<file path="src/rtl/vadd_ctrl_seq.sv">
// Host-side job sequencer for an HLS vadd kernel: programs the AXI4-Lite control
// registers, pulses ap_start, polls ap_done and reports completion with an error flag.
module vadd_ctrl_seq #(
    parameter int ADDR_WIDTH = 6,
    parameter int POLL_GAP   = 4
) (
    input  logic                  ap_clk,
    input  logic                  ap_rst_n,
    input  logic                  cmd_valid,
    output logic                  cmd_ready,
    input  logic [63:0]           cmd_a_ptr,
    input  logic [63:0]           cmd_b_ptr,
    input  logic [63:0]           cmd_c_ptr,
    input  logic [31:0]           cmd_len,
    output logic                  done_valid,
    input  logic                  done_ready,
    output logic                  done_err,
    output logic                  m_axi_control_AWVALID,
    input  logic                  m_axi_control_AWREADY,
    output logic [ADDR_WIDTH-1:0] m_axi_control_AWADDR,
    output logic                  m_axi_control_WVALID,
    input  logic                  m_axi_control_WREADY,
    output logic [31:0]           m_axi_control_WDATA,
    output logic [3:0]            m_axi_control_WSTRB,
    input  logic                  m_axi_control_BVALID,
    output logic                  m_axi_control_BREADY,
    input  logic [1:0]            m_axi_control_BRESP,
    output logic                  m_axi_control_ARVALID,
    input  logic                  m_axi_control_ARREADY,
    output logic [ADDR_WIDTH-1:0] m_axi_control_ARADDR,
    input  logic                  m_axi_control_RVALID,
    output logic                  m_axi_control_RREADY,
    input  logic [31:0]           m_axi_control_RDATA,
    input  logic [1:0]            m_axi_control_RRESP
);

    typedef enum logic [2:0] {IDLE, WR_REQ, WR_RESP, RD_REQ, RD_RESP, GAP, DONE} state_t;

    localparam int GAP_W = (POLL_GAP > 1) ? $clog2(POLL_GAP) : 1;
    localparam logic [GAP_W-1:0] GAP_LAST = GAP_W'(POLL_GAP - 1);

    // Register programming order; index 7 is the ap_start write.
    function automatic logic [ADDR_WIDTH-1:0] wr_addr(input logic [2:0] idx);
        logic [7:0] a8;
        case (idx)
            3'd0:    a8 = 8'h10;
            3'd1:    a8 = 8'h14;
            3'd2:    a8 = 8'h1C;
            3'd3:    a8 = 8'h20;
            3'd4:    a8 = 8'h28;
            3'd5:    a8 = 8'h2C;
            3'd6:    a8 = 8'h34;
            default: a8 = 8'h00;
        endcase
        return ADDR_WIDTH'(a8);
    endfunction

    function automatic logic [31:0] wr_data(input logic [2:0] idx, input logic [63:0] a,
                                            input logic [63:0] b, input logic [63:0] c,
                                            input logic [31:0] len);
        case (idx)
            3'd0:    return a[31:0];
            3'd1:    return a[63:32];
            3'd2:    return b[31:0];
            3'd3:    return b[63:32];
            3'd4:    return c[31:0];
            3'd5:    return c[63:32];
            3'd6:    return len;
            default: return 32'h1;
        endcase
    endfunction

    state_t                  state_q, state_d;
    logic [63:0]             a_q, a_d, b_q, b_d, c_q, c_d;
    logic [31:0]             len_q, len_d;
    logic [2:0]              wr_idx_q, wr_idx_d;
    logic                    awvalid_q, awvalid_d, wvalid_q, wvalid_d, arvalid_q, arvalid_d;
    logic [ADDR_WIDTH-1:0]   awaddr_q, awaddr_d;
    logic [31:0]             wdata_q, wdata_d;
    logic                    err_q, err_d;
    logic [GAP_W-1:0]        gap_cnt_q, gap_cnt_d;
    logic [2:0]              nxt_idx;
    logic                    unused_rdata;

    assign nxt_idx      = wr_idx_q + 3'd1;
    assign unused_rdata = ^{m_axi_control_RDATA[31:2], m_axi_control_RDATA[0]};

    always_ff @(posedge ap_clk or negedge ap_rst_n) begin
        if (!ap_rst_n) state_q <= IDLE;
        else           state_q <= state_d;
    end

    always_ff @(posedge ap_clk or negedge ap_rst_n) begin
        if (!ap_rst_n) begin
            a_q <= '0; b_q <= '0; c_q <= '0; len_q <= '0;
            wr_idx_q  <= '0;
            awvalid_q <= 1'b0; wvalid_q <= 1'b0; arvalid_q <= 1'b0;
            awaddr_q  <= '0; wdata_q <= '0;
            err_q     <= 1'b0;
            gap_cnt_q <= '0;
        end else begin
            a_q <= a_d; b_q <= b_d; c_q <= c_d; len_q <= len_d;
            wr_idx_q  <= wr_idx_d;
            awvalid_q <= awvalid_d; wvalid_q <= wvalid_d; arvalid_q <= arvalid_d;
            awaddr_q  <= awaddr_d; wdata_q <= wdata_d;
            err_q     <= err_d;
            gap_cnt_q <= gap_cnt_d;
        end
    end

    always_comb begin
        state_d   = state_q;
        a_d = a_q; b_d = b_q; c_d = c_q; len_d = len_q;
        wr_idx_d  = wr_idx_q;
        awvalid_d = awvalid_q; wvalid_d = wvalid_q; arvalid_d = arvalid_q;
        awaddr_d  = awaddr_q; wdata_d = wdata_q;
        err_d     = err_q;
        gap_cnt_d = gap_cnt_q;
        case (state_q)
            IDLE: if (cmd_valid) begin
                a_d = cmd_a_ptr; b_d = cmd_b_ptr; c_d = cmd_c_ptr; len_d = cmd_len;
                err_d     = 1'b0;
                wr_idx_d  = 3'd0;
                awvalid_d = 1'b1;
                wvalid_d  = 1'b1;
                awaddr_d  = wr_addr(3'd0);
                wdata_d   = wr_data(3'd0, cmd_a_ptr, cmd_b_ptr, cmd_c_ptr, cmd_len);
                state_d   = WR_REQ;
            end
            WR_REQ: begin
                // AW and W channels retire independently; wait for whichever is slower.
                if (m_axi_control_AWREADY) awvalid_d = 1'b0;
                if (m_axi_control_WREADY)  wvalid_d  = 1'b0;
                if ((!awvalid_q || m_axi_control_AWREADY) && (!wvalid_q || m_axi_control_WREADY))
                    state_d = WR_RESP;
            end
            WR_RESP: if (m_axi_control_BVALID) begin
                if (m_axi_control_BRESP != 2'b00) begin
                    err_d   = 1'b1;
                    state_d = DONE;
                end else if (wr_idx_q == 3'd7) begin
                    arvalid_d = 1'b1;
                    state_d   = RD_REQ;
                end else begin
                    wr_idx_d  = nxt_idx;
                    awvalid_d = 1'b1;
                    wvalid_d  = 1'b1;
                    awaddr_d  = wr_addr(nxt_idx);
                    wdata_d   = wr_data(nxt_idx, a_q, b_q, c_q, len_q);
                    state_d   = WR_REQ;
                end
            end
            RD_REQ: if (m_axi_control_ARREADY) begin
                arvalid_d = 1'b0;
                state_d   = RD_RESP;
            end
            RD_RESP: if (m_axi_control_RVALID) begin
                if (m_axi_control_RRESP != 2'b00) begin
                    err_d   = 1'b1;
                    state_d = DONE;
                end else if (m_axi_control_RDATA[1]) begin
                    state_d = DONE;
                end else begin
                    gap_cnt_d = '0;
                    state_d   = GAP;
                end
            end
            GAP: begin
                if (gap_cnt_q == GAP_LAST) begin
                    arvalid_d = 1'b1;
                    state_d   = RD_REQ;
                end else begin
                    gap_cnt_d = gap_cnt_q + 1'b1;
                end
            end
            DONE: if (done_ready) state_d = IDLE;
            default: state_d = IDLE;
        endcase
    end

    always_comb begin
        cmd_ready             = (state_q == IDLE);
        done_valid            = (state_q == DONE);
        done_err              = (state_q == DONE) && err_q;
        m_axi_control_AWVALID = awvalid_q;
        m_axi_control_AWADDR  = awaddr_q;
        m_axi_control_WVALID  = wvalid_q;
        m_axi_control_WDATA   = wdata_q;
        m_axi_control_WSTRB   = 4'hF;
        m_axi_control_BREADY  = (state_q == WR_RESP);
        m_axi_control_ARVALID = arvalid_q;
        m_axi_control_ARADDR  = '0;
        m_axi_control_RREADY  = (state_q == RD_RESP);
    end

endmodule

</file>
<file path="config.mk">
export PLATFORM = sky130hd
export DESIGN_NAME = vadd_ctrl_seq
export DESIGN_NICKNAME = d
export VERILOG_FILES = /design/src/rtl/vadd_ctrl_seq.sv
export SDC_FILE = /design/constraint.sdc
export NUM_CORES = 1
export LEC_CHECK = 0
export ABC_AREA = 1
export BUFFER_PORTS_ARGS = -buffer_cell sky130_fd_sc_hd__buf_2
export CAP_MARGIN = 10
export CORE_ASPECT_RATIO = 0.6
export CORE_MARGIN = 2
export CORE_UTILIZATION = 40
export CTS_CLUSTER_DIAMETER = 120
export DETAILED_ROUTE_END_ITERATION = 7
export SETUP_SLACK_MARGIN = 0.02
export SLEW_MARGIN = 25
export SYNTH_ARGS = -nofsm -noshare
export SYNTH_HDL_FRONTEND = slang
export SYNTH_SLANG_ARGS = --single-unit
</file>
<file path="constraint.sdc">
create_clock -name ap_clk -period 2.6 [get_ports ap_clk]
set_clock_uncertainty 0.05 [all_clocks]
set_input_delay 0.26 -clock ap_clk [delete_from_list [all_inputs] [get_ports ap_clk]]
set_output_delay 0.26 -clock ap_clk [all_outputs]
set_load 0.03 [all_outputs]
</file>
### Yosys cells after proc, flatten, opt, wreduce, memory -nomap -nowiden

Cells that the tools add are included.

| storage, ports and cells | value |
|---|---|
| register bits after elaboration | 274 |
| output and inout bits | 56 |
| word-level logic and storage cells | 123 |

| cells by class | value |
|---|---|
| add/sub/neg operators | 2 |
| equality and inequality tests | 31 |
| muxes and demuxes | 54 |
| reduce and logical (&&, ||, !) cells | 23 |

Operator list:

| kind | count |
|---|---|
| $pmux 32 s7 | 1 |
| $mux 32 | 4 |
| $pmux 32 s2 | 1 |
| $pmux 6 s7 | 1 |
| $mux 3 | 12 |
| $ne 2x2->1 const B | 13 |
| $mux 6 | 4 |
| $reduce_and 6->1 | 4 |
| $eq 3x3->1 const B | 7 |
| $pmux 3 s7 | 1 |
| $mux 1 | 16 |
| $mux 2 | 7 |
| $eq 3x2->1 const B | 4 |
| $pmux 1 s3 | 4 |
| $pmux 6 s2 | 1 |
| $reduce_and 5->1 | 2 |
| $reduce_bool 3->1 | 3 |
| $ne 2x1->1 const B | 4 |
| $reduce_bool 2->1 | 4 |
| $reduce_and 7->1 | 1 |
| $eq 3x1->1 const B | 2 |
| $logic_not 3->1 | 2 |
| $pmux 3 s2 | 1 |
| $pmux 2 s2 | 1 |
| 7 further kinds | 10 |

### Longest topological paths before layout

| depth | value |
|---|---|
| word-level depth | 7 |
| depth in mapped cells | 14 |

### Worst setup path before layout

Ideal clock, no wire load.

| timing path | value |
|---|---|
| path kind | register to output |
| from | register state_q[0] |
| to | output done_err |
| arrival time | 1.685 ns |
| data required time | 2.290 ns |
| slack | 0.605 ns |
| stages on the path, launching flop included | 4 |
| buffers on the path | 1 |
| cell sequence | dfrtp_1 -> buf_4 -> nor3_1 -> and2_1 |

| between the ends | value |
|---|---|
| word-level cells in the longest chain between the ends | 2 |

Ends and longest elaborated chain:

| element | RTL line | text |
|---|---|---|
| start, declared | 73 | `state_t state_q, state_d;` |
| start signal, assigned | 90 | `else state_q <= state_d;` |
| $eq 3x3->1 | - |  |
| named net done_valid | 15 | `output logic done_valid,` |
| $logic_and 1x1->1 | 184 | `done_err = (state_q == DONE) && err_q;` |
| end, declared | 17 | `output logic done_err,` |

The timed path passes the listed nets, and every way through them passes these cells.

### Final worst setup path

| timing path | value |
|---|---|
| from | register state_q[2] |
| to | register wdata_q[0], in the netlist m_axi_control_WDATA[0] |

| between the ends | value |
|---|---|
| word-level cells in the longest chain between the ends | 3 |

Ends and longest elaborated chain:

| element | RTL line | text |
|---|---|---|
| $eq 3x2->1 or $logic_not 3->1 (tied branches) | 119 | `case (state_q)` |
| $ne 2x2->1 (no source line) or $reduce_bool 2->1 (tied branches) | - |  |
| $reduce_and 5->1 (no source line) | - |  |
| end signal, assigned | 105 | `awaddr_q <= awaddr_d; wdata_q <= wdata_d;` |
| end, declared | 79 | `logic [31:0] wdata_q, wdata_d;` |

Parallel ways exist; a longest one is shown, timed or not.
A chain may end at the register's enable or synchronous reset.

==> impl_results.md <==
- Min Tclk post-route: 2.370 ns
- Max clock buf depth: 3
- Transition time of the tightest slew-check pin: 1.009 ns
- Rows: 53
- Core ar.: 34,880 um2
- Post-synthesis instance area: 14,120 um2
- Post-route design area: 19,190 um2
- Mapped Cells: 1,423
- Multiplexer share of the synthesized area: 0.1999
- Peak VDD IR: 0.6434 mV
- Hold wc startpoint: m_axi_control_RDATA[1]
- Placed inst area: 16,050 um2
- Initial DRT Pass Iterations: 5
- Setup TNS: 0 ns
- DR WL/cell: 17.76 um
- Skew-Pair Late Insertion Delay: 0.55 ns
- Largest net degree at the start of global routing: 99
- Fin. max-slew vios: 0
- Hold buffers post-CTS: 227
- Synth Register Bits: 272
- Total Nets Final: 2,190
- Critical Path Slowest Stage Cell: and2_2
- Fmax: 421.9 MHz
- Post-layout util: 0.5502
- DR iter-0 viols: 816
- Vias in the first global route: 12,023
- H-tree depth: 1
- Register area share after synthesis: 0.4820
- Post-CTS Setup Inserts: 0
- Critical Path Start: state_q[2]
- Hold_ws: 0.08412 ns
- Drc violations: 0
- Share of layout cells above drive strength 1: 0.3022
- Detail Placement HPWL: 26,520 um
- Total of max-cap violations: 0
- Final worst-path cycle share: 0.9115
- FF-to-FF Start: state_q[2]
- CTS tree: yes
- Final wirelength: 42,640 um
- Global Route Usage Sum: 0.2309
- Layout area overhead: 35.90%
- Die width: 246.6 um
- GPL Wtd Cong: 0.8327
- Crit. End Element: register
- CP peak stage delay: 0.85 ns
- Setup violations, final: 0
- Via count: 11,779
- Synth Area in Adders: 0.007088
- Critical Path AT: 2.76 ns
- Initial Utilization: 0.4049
- Main combinational cell family by area after synthesis: simple AND/OR/NAND/NOR gates
- Crit Path Max Fanout: 33
- Io pins: 325
- RSZ-0062 raised after global routing: false
- Filler Cell Count: 3,028
- Post-Synth Simple-Gate Area: 0.2250
- Vias per cell: 4.906
- Status: completed
- Pwr Density: 1118 nW/um2
- Worst-path cell chain: inv_2, nand2_4, nor2_8, and2_2, nand3_1, nand3_1, nand2_1
- Syn avg cell area: 9.924 um2
- Pleak: 9.742 nW
- CP most frequent cell: nand3_1
- Critical path required time: 2.99 ns
- Final Hold Viols: 0
- Clock transition at the registers of the reported paths: 0.07 ns
- Synth cell types: 31
- Initial antenna violation count: 5
- Port Buffers: 281
- Yosys synthesis warning count: 0
- Slew headroom: 0.3272
- CTS sink count: 272
- Post-cts sizing count: 0
- Post-Synth XOR/XNOR Area: 0.0006202
- Type of the worst min-delay path: input port to register
- Antenna-violating nets left: 0
- First-pass GRT wire length: 66,930 um
- TritonCTS Buffers: 27
- Root Buffer: clkbuf_16
- Worst setup SP type: register
- Gr ovfl total: 0
- Die height: 149.5 um
- Crit Path Class: register to register
- Die area: 36,870 um2
- Synth Area in Compound Gates: 0.01737
per-layer routing:
layer,part of all wire,GRT usage,wire length [um]
met3,0.059,0.04179,2530
met2,0.45,0.3632,19210
met4,0.024,0.05633,1016
met5,0,0,0
met1,0.47,0.3305,19880
flip-flops by register name, summed over array words and instances (netlist names):
signal	count
m_axi_control_WVALID	1
m_axi_control_ARVALID	1
state_q	3
gap_cnt_q	2
c_q	64
wr_idx_q	3
a_q	64
m_axi_control_WDATA	32
b_q	64
m_axi_control_AWADDR	4
m_axi_control_AWVALID	1
err_q	1
len_q	32
worst max-delay path: cells and delay by family, from the launching register on:
kind / cells / cell delay [ns]
flip-flops: 1 / 0.56
AND/OR/NAND/NOR: 6 / 1.45
buffers and inverters: 1 / 0.18
Yosys cell counts, drive strengths merged:
cell,number,area share
and2,2,0.00089
buf,79,0.046
clkbuf,22,0.0058
conb,2,0.00053
dfrtp,272,0.48
ha,8,0.0071
inv,58,0.016
mux2,192,0.20
nand2,408,0.11
nand3,209,0.076
nand3b,2,0.0011
nand4,3,0.0013
nor2,112,0.034
nor3,2,0.00071
o21ai,49,0.017
or2,2,0.00089
xnor2,1,0.00062
placed cells by master, fill, tap and decap left out, drive strengths merged:
cell type    instances
nand3              209
or2                  2
mux2               192
ha                   8
nor2               112
buf                325
nor3                 2
bufinv               2
nand4                3
nand2              408
diode                5
clkbuf              38
inv                 57
conb                12
and2                 2
xnor2                1
dlygate4sd3        227
dfrtp              272
o21ai               49
nand3b               2
clkinv               6
through the flow:
stage	setup WS, ns	instances	power, mW
floorplan	0.6048	1433	14.64
global placement	0.3103	2124	16.99
detailed placement	0.2643	2124	17.18
CTS	0.2501	2396	21.52
finish	0.2300	2401	21.46
global route	0.09133	2401	22.89
layout make-up:
class                           instances  area [um2]  share of cell area
Antenna cell                            5       12.51           0.0006519
Timing Repair Buffer                  552        4257              0.2218
Tap cell                              467       584.3             0.03045
Clock buffer                           38       777.0             0.04048
Inverter                               58       221.5             0.01154
Multi-Input combinational cell       1002        6449              0.3360
Sequential cell                       272        6807              0.3547
Clock inverter                          7       85.08            0.004433
where the power goes:
group	internal (mW)	leakage, nW	switching, mW
registers	6.39	3.26	1.26
logic	4.70	6.06	5.15
clock network	2.26	0.430	1.70
worst paths after layout:
kind / end / slack (ns) / depth (start not counted)
max reg2reg: m_axi_control_WDATA[0] / 0.23 / 7
min reg2reg: m_axi_control_ARVALID / 0.42 / 2
max in group asynchronous: m_axi_control_AWADDR[4] / 1.51 / 3
min: state_q[1] / 0.08 / 5
min in group asynchronous: b_q[51] / 0.28 / 2
max: m_axi_control_WDATA[0] / 0.23 / 7
logic make-up after synthesis:
group | Yosys count
muxes | 192
AOI/OAI and AO/OA | 49
adders and majority gates | 8
and+or+nand+nor | 740
buffers and inverters | 159
DFF | 272
xor gates and xnor gates | 1
other | 2
No activity file was read; power rests on OpenSTA's default activity.
